[src/rtl/ca_pkg.sv]
// rtl/ca_pkg.sv - shared op encodings, trial FSM states and count-width helper
//   CA_OP_INIT/DOIT/HOLD : cell-array command codes on the op bus
//   ca_trial_state_e     : trial controller FSM states
//   ca_cnt_w(n)          : bits needed to hold a ones-count of 0..n
package ca_pkg;

    localparam logic [1:0] CA_OP_INIT = 2'd0;
    localparam logic [1:0] CA_OP_DOIT = 2'd1;
    localparam logic [1:0] CA_OP_HOLD = 2'd2;

    typedef enum logic [2:0] {
        ST_IDLE,
        ST_LOAD,
        ST_WAIT,
        ST_RUN,
        ST_DONE
    } ca_trial_state_e;

    function automatic int ca_cnt_w(input int n);
        return $clog2(n + 1);
    endfunction

endpackage

[src/rtl/ca_popcount.sv]
// rtl/ca_popcount.sv - combinational ones-counter
//   W     : number of input bits
//   CW    : width of the count output
//   bits  : input vector
//   count : number of ones in bits
module ca_popcount #(
    parameter int W  = 60,
    parameter int CW = 6
) (
    input  logic [W-1:0]  bits,
    output logic [CW-1:0] count
);

    always_comb begin
        count = '0;
        for (int i = 0; i < W; i++) begin
            count = count + CW'(bits[i]);
        end
    end

endmodule

[src/rtl/ca_trial_ctrl.sv]
// rtl/ca_trial_ctrl.sv - density-classification trial run controller and judge
//   clk, reset          : clock, asynchronous active-high reset
//   start, seed_in      : trial request and its seed (sampled in IDLE/DONE)
//   ca_state            : cell array state vector, one generation per cycle
//   op, ca_in           : registered array command and seed bits
//   busy, done          : trial in progress / trial finished (level)
//   converged, pass, tie: verdict flags
//   steps_used          : generation at which the trial ended
//   trials, passes      : saturating trial statistics (only with CA_TRIAL_STATS_EN)
module ca_trial_ctrl
    import ca_pkg::*;
#(
    parameter int CA_WIDTH  = 60,
    parameter int MAX_STEPS = 100,
    parameter int STEP_W    = 16
) (
    input  logic                clk,
    input  logic                reset,
    input  logic                start,
    input  logic [CA_WIDTH-1:0] seed_in,
    input  logic [CA_WIDTH-1:0] ca_state,
    output logic [1:0]          op,
    output logic [CA_WIDTH-1:0] ca_in,
    output logic                busy,
    output logic                done,
    output logic                converged,
    output logic                pass,
    output logic                tie,
`ifdef CA_TRIAL_STATS_EN
    output logic [15:0]         trials,
    output logic [15:0]         passes,
`endif
    output logic [STEP_W-1:0]   steps_used
);

    localparam int                CW      = ca_cnt_w(CA_WIDTH);
    localparam logic [CW-1:0]     HALF    = CW'(CA_WIDTH / 2);
    localparam logic [STEP_W-1:0] GEN_MAX = STEP_W'(MAX_STEPS);
    localparam bit                EVEN_W  = (CA_WIDTH % 2) == 0;

    ca_trial_state_e   state;
    logic [STEP_W-1:0] gen;
    logic              maj;
    logic [CW-1:0]     ones;
    logic              seed_maj;
    logic              seed_tie;
    logic              uniform;
    logic              verdict_pass;

    ca_popcount #(
        .W  (CA_WIDTH),
        .CW (CW)
    ) u_popcount (
        .bits  (seed_in),
        .count (ones)
    );

    assign seed_maj     = ones > HALF;
    // An odd-width array can never split evenly, so it never ties.
    assign seed_tie     = EVEN_W && (ones == HALF);
    assign uniform      = (ca_state == '0) || (ca_state == '1);
    assign verdict_pass = (ca_state[0] == maj) && !tie;

    always_ff @(posedge clk or posedge reset) begin
        if (reset) begin
            state      <= ST_IDLE;
            op         <= CA_OP_HOLD;
            ca_in      <= '0;
            busy       <= 1'b0;
            done       <= 1'b0;
            converged  <= 1'b0;
            pass       <= 1'b0;
            tie        <= 1'b0;
            steps_used <= '0;
            gen        <= '0;
            maj        <= 1'b0;
`ifdef CA_TRIAL_STATS_EN
            trials     <= '0;
            passes     <= '0;
`endif
        end else begin
            case (state)
                ST_IDLE, ST_DONE: begin
                    if (start) begin
                        ca_in     <= seed_in;
                        maj       <= seed_maj;
                        tie       <= seed_tie;
                        done      <= 1'b0;
                        converged <= 1'b0;
                        pass      <= 1'b0;
                        busy      <= 1'b1;
                        op        <= CA_OP_INIT;
                        state     <= ST_LOAD;
                    end
                end
                ST_LOAD: begin
                    op    <= CA_OP_DOIT;
                    gen   <= '0;
                    state <= ST_WAIT;
                end
                // The array output lags its load by one cycle; skip that sample.
                ST_WAIT: begin
                    state <= ST_RUN;
                end
                ST_RUN: begin
                    if (uniform) begin
                        converged  <= 1'b1;
                        pass       <= verdict_pass;
                        steps_used <= gen;
                        op         <= CA_OP_HOLD;
                        busy       <= 1'b0;
                        done       <= 1'b1;
                        state      <= ST_DONE;
`ifdef CA_TRIAL_STATS_EN
                        if (trials != 16'hFFFF) trials <= trials + 16'd1;
                        if (verdict_pass && passes != 16'hFFFF) passes <= passes + 16'd1;
`endif
                    end else if (gen == GEN_MAX) begin
                        converged  <= 1'b0;
                        pass       <= 1'b0;
                        steps_used <= GEN_MAX;
                        op         <= CA_OP_HOLD;
                        busy       <= 1'b0;
                        done       <= 1'b1;
                        state      <= ST_DONE;
`ifdef CA_TRIAL_STATS_EN
                        if (trials != 16'hFFFF) trials <= trials + 16'd1;
`endif
                    end else begin
                        gen <= gen + STEP_W'(1);
                    end
                end
                default: begin
                    state <= ST_IDLE;
                    op    <= CA_OP_HOLD;
                end
            endcase
        end
    end

endmodule

[config.mk]
export PLATFORM = sky130hd
export DESIGN_NAME = ca_trial_ctrl
export DESIGN_NICKNAME = d
export VERILOG_FILES = /design/src/rtl/ca_pkg.sv /design/src/rtl/ca_popcount.sv /design/src/rtl/ca_trial_ctrl.sv
export SDC_FILE = /design/constraint.sdc
export NUM_CORES = 1
export LEC_CHECK = 0
export BUFFER_PORTS_ARGS = -buffer_cell sky130_fd_sc_hd__buf_2
export CAP_MARGIN = 40
export CELL_PAD_IN_SITES_DETAIL_PLACEMENT = 2
export CELL_PAD_IN_SITES_GLOBAL_PLACEMENT = 2
export CORE_MARGIN = 4
export CORE_UTILIZATION = 31
export CTS_BUF_LIST = sky130_fd_sc_hd__clkbuf_2 sky130_fd_sc_hd__clkbuf_4 sky130_fd_sc_hd__clkbuf_8
export DETAILED_ROUTE_END_ITERATION = 6
export GPL_TIMING_DRIVEN = 0
export PLACE_DENSITY = 0.88
export SLEW_MARGIN = 0
export SYNTH_ARGS = -nofsm -noshare
export SYNTH_HDL_FRONTEND = slang
export SYNTH_SLANG_ARGS = --single-unit
[constraint.sdc]
create_clock -name clk -period 4 [get_ports clk]
set_clock_uncertainty 0.05 [all_clocks]
set_input_delay 0.2 -clock clk [delete_from_list [all_inputs] [get_ports clk]]
set_output_delay 0.2 -clock clk [all_outputs]
set_load 0.05 [all_outputs]
* Word level (Yosys, flattened, before mapping)
Index checks and enable logic that the tools add are counted.
Word-level totals: bits in registers 103, bits of input ports 123, output and inout bits 83, logic and storage cells 125
Cells by class: $add $sub $neg 60, $lt $le $gt $ge 1, equal/unequal tests 12, mux-type cells 25, bitwise logic cells 1, reduce and logical (&&, ||, !) cells 15
Operators by type and width (count):
- $add A6 B1 Y6 | 58
- $mux W16 | 4
- $eq A60 B60 Y1 const B | 1
- $logic_not A60 Y1 | 1
- $pmux W16 S2 | 1
- $add A16 B1 Y16 const B | 1
- $eq A16 B7 Y1 const B | 1
- $pmux W3 S4 | 1
- $mux W3 | 3
- $reduce_and A3 Y1 | 3
- $mux W1 | 8
- $pmux W1 S2 | 4
- $pmux W2 S4 | 1
- $eq A3 B2 Y1 const B | 2
- $eq A6 B5 Y1 const B | 1
- $gt A6 B5 Y1 const B | 1
- $mux W2 | 3
- $ne A2 B2 Y1 const B | 3
- $reduce_and A2 Y1 | 3
- $reduce_bool A2 Y1 | 3
- $eq A3 B1 Y1 const B | 1
- $eq A3 B3 Y1 const B | 1
- $logic_not A3 Y1 | 1
- $ne A3 B3 Y1 const B | 1
- 7 further kinds | 7

* Logic depth before layout (Yosys ltp)
depth in word-level cells 60, depth in mapped cells 23, depth with buffers taken out 23

* Modules after synthesis
Synthesis repeated with hierarchy kept, for this count alone.
Unflattened totals: cells, all modules 666, area, all modules 6234.7 um^2
By module, submodules not included:
- ca_trial_ctrl | instances 1, cells an instance 502, area an instance 4623.2 um^2, seq. area each 2578.7 um^2
- ca_popcount | instances 1, cells an instance 164, area an instance 1611.5 um^2, seq. area each 0.0 um^2

* Worst setup path before layout
OpenSTA, ideal clock, no wires.
path kind input port to flip-flop, start in seed_in[0], end reg tie, setup time 67 ps, data arrival time 6063 ps, data required time 3883 ps, slack -2180 ps, stages 21, path buffers 0, cell sequence ha_1 > inv_1 > fa_1 > inv_1 > fa_1 > fa_1 > fa_1 > fa_1 > fa_1 > inv_1 > fa_1 > fa_1 > fa_1 > inv_1 > fa_1 > a21o_1 > a21oi_1 > xor2_1 > nor4b_1 > and3_1 > a22o_1
On the way: longest elaborated chain between the ends 60
Ends and longest elaborated chain:
- start: declaration | line ca_trial_ctrl.sv:20 | input logic [CA_WIDTH-1:0] seed_in,
- $add A1 B1 Y2 | line ca_popcount.sv:17 | count = count + CW'(bits[i]);
- $add A6 B1 Y6 (58 in series) | line ca_popcount.sv:17
- $eq A6 B5 Y1 | line ca_trial_ctrl.sv:60 | assign seed_tie = EVEN_W && (ones == HALF);
- end signal: assignment | line ca_trial_ctrl.sv:87 | tie <= seed_tie;
- end: declaration | line ca_trial_ctrl.sv:28 | output logic tie,
No other way between the ends. A chain may end at the register's enable or synchronous reset.

* Worst setup path after layout
Same ends and word-level chain as after synthesis.

==> flow_summary.yaml <==
floorplan:
  ios: 206
  initial_core_util: 0.315
  die_h_um: 148
  placementRows: 51
  core_mm2: 0.0194
  die_x_um: 148
  die_area_mm2: 0.0220
layout:
  final-seq-area_mm2: 0.00258
  fin_cells: 1154
  drive_gt1_frac: 0.288
  area_growth_pct: 31.9
  multiInputGateArea_mm2: 0.00304
  final_cell_area_mm2: 0.00806
  fin_nets: 1072
  fillers: 2170
setup_path:
  slowest_delay_ps: 610
  endpoint_kind: "flip-flop"
  critPathKind: "in2reg"
  crit_slowest_cell: "fa_1"
  crit_path_max_fanout: 2
  crit_chain: "buf_8, ha_4, inv_2, fa_1, inv_2, fa_2, fa_1, fa_1, fa_1, fa_1, inv_1, fa_1, fa_1, fa_2, inv_2, fa_2, a21o_1, a21oi_2, xor2_1, nor4b_2, and3_1, a22o_1"
  cp.arrival_ps: 6460
  cp.required_ps: 4230
  startpoint_type: "primary input"
  cp_common_cell: "fa_1"
timing:
  hold_viol_final: 0
  slew_viol_final: 0
  finalSetupViolCount: 2
  finalCriticalPeriod_ps: 6240
  fin_setup_tns_ps: -4420
  setup_ws_ps: -2240
  relSlewSlack: 0.519
  worst_pin_slew_ps: 722
  holdWs_ps: 10.7
  clock.fmax_mhz: 160
  rsz0062_at_grt: "yes"
  fin_crit_sh: 1.56
routing:
  viasPerCell: 5.04
  final_antenna_net_count: 0
  dr.pass1.iters: 4
  via_count: 5820
  wl_per_cell_um: 22.8
  first_iter_violations: 189
  totalWireLength_mm: 26.3
  drc: 0
yosys:
  yosys_warnings: 0
  yosysMostFrequentCell: "nand2_1"
  synth_top_area_frac: 0.418
  ys_top_cells_by_count: "nand2_1, dfrtp_1, inv_1, fa_1, o21ai_0"
  ys_ff_latch: 103
  postSynthCellCount: 635
  async_flop_share: 1.00
  syn_nets: 824
  synthFlopType: "dfrtp_1"
  synth_area_leaders: "dfrtp_1, fa_1, nand2_1"
  syn-mean-instance-area_um2: 9.62
  synth_edf_count: 0
  netlist.top_cell.by_area: "dfrtp_1"
  synth_cell_types: 50
  netlist_area_mm2: 0.00611
  yosysSeqAreaShare: 0.422
power:
  p_clk_frac: 0.105
  p_comb_frac: 0.745
  total_power_mw: 6.92
  p_seq_frac: 0.150
  ir_worst_vdd_mv: 0.631
  power.net_switching_mw: 3.40
  leakagePower_nw: 4.32
  internal_power_mw: 3.51
  power_density_mw_per_mm2: 858
  p_sw_frac: 0.492
job:
  drv_cap: 0
clock_network:
  path_clk_slew_ps: 120
  htreeDepth: 3
  root_buffer: "clkbuf_8"
  insertion_delay_ps: 400
  clock_path_buffers: 2
  cts_tree: "done"
  clkSinkCount: 103
  numCtsBuffers: 9
placement:
  port_buffers: 205
  place_area_mm2: 0.00753
  hpwl_mm: 18.9
  place_congestion: 0.862
  placedCellCount: 1107
run_status:
  status: "finished, violations left"
  violations: "setup timing"
grt:
  grt_pass1_vias: 6858
  grt_use_total: 0.243
  gr-total-overflow: 0
  grt_max_degree: 42
  antenna_found_initial: 2
  grt_pass1_wl_mm: 40.5
hold_path:
  hold_class: "in2reg"
==> worst max-delay path: cells and delay by family <==
| kind | cells | cell delay [ps] |
|---|---|---|
| AND/OR/NAND/NOR | 2 | 280 |
| adder cells (fa/ha/maj) | 11 | 4930 |
| buffers and inverters | 5 | 290 |
| XOR/XNOR | 1 | 230 |
| AO/OA/AOI/OAI | 3 | 520 |
==> state kept, by name, summed over array words and instances (netlist names), 2 cells and up <==
signal / flops
op: 2
gen: 16
state: 3
ca_in: 60
steps_used: 16
==> power groups by stage <==
stage / clock, mW / combinational (mW) / sequential, mW
2_1_floorplan: 0 / 3.40 / 1.06
3_3_place_gp: 0 / 4.15 / 1.06
3_5_place_dp: 0 / 4.66 / 1.06
4_1_cts: 0.745 / 4.80 / 1.04
5_1_grt: 0.787 / 5.60 / 1.04
6_report: 0.723 / 5.15 / 1.04
==> per-layer routing <==
metal,track usage,vias up,share of wire
met2,0.464,174,0.54
met3,0.0469,73,0.039
met4,0.100,2,0.044
met1,0.262,2987,0.37
met5,0,-,0.00053
li1,-,2584,-
==> final timing paths <==
check,depth (start not counted),to,start,slack [ps]
worst max-delay path,22,tie$_DFFE_PP0P_,seed_in[0],-2240
worst min register to register,2,ca_in[29]$_DFFE_PP0P_,ca_in[29]$_DFFE_PP0P_,440
max in group asynchronous,4,op[1]$_DFFE_PP1P_,reset,2950
min in group asynchronous,3,ca_in[50]$_DFFE_PP0P_,reset,320
worst min-delay path,3,ca_in[59]$_DFFE_PP0P_,seed_in[59],10
worst max register to register,7,ca_in[12]$_DFFE_PP0P_,state[0]$_DFFE_PP0P_,1390
==> layout make-up <==
cell class / instances / share of cell area
timing repair buffer: 237 / 0.171
sequential: 103 / 0.320
inverter: 100 / 0.0469
antenna: 1 / 0.000311
clock buffer: 9 / 0.0154
multi-input combinational: 403 / 0.377
clock inverter: 7 / 0.00963
buffer: 29 / 0.0188
tap: 265 / 0.0411
==> kinds of logic after synthesis <==
family,count (synthesis),share of synthesized area
buffers and inverters,129,0.0863
AOI/OAI and AO/OA,91,0.0955
adders and majority gates,66,0.197
xor gates and xnor gates,4,0.00574
and+or+nand+nor,238,0.186
DFF,103,0.422
muxes,4,0.00738
==> cell usage in the layout, fill, tap and decap left out, types with 3 or more instances in the layout <==
master	instances
a22o_1	14
nor2_1	9
inv_2	3
ha_1	15
nor3_1	4
fa_1	47
xor2_1	3
a31oi_1	3
nand2_1	139
a2bb2oi_1	3
or4_1	7
nand4_1	25
buf_2	207
o31ai_1	10
dlygate4sd3_1	27
o21ai_0	37
dfrtp_1	102
mux2i_1	3
buf_4	6
nor4_1	21
a21oi_1	11
buf_1	5
nand3_1	6
clkbuf_8	9
and3_1	6
or3_1	4
buf_6	3
clkbuf_1	14
inv_6	3
fa_2	3
inv_1	96
==> stage by stage <==
| stage | worst slack (ps) | utilization |
|---|---|---|
| 2_1_floorplan | -2060 | - |
| 4_1_cts | -2230 | 0.414 |
| 5_1_grt | -2380 | 0.415 |
| 6_report | -2240 | 0.415 |
| 3_5_place_dp | -2760 | 0.388 |
| 3_3_place_gp | -2450 | 0.386 |
==> what timing repair did <==
action | in CTS | in global routing
hold buffers | 27 | 0
resized for setup | 7 | 1
setup endpoints to repair | 2 | 2
hold endpoints to repair | 53 | 0
pin swaps | 16 | 9
buffers inserted | 2 | 1
No activity file was read; power rests on OpenSTA's default activity.
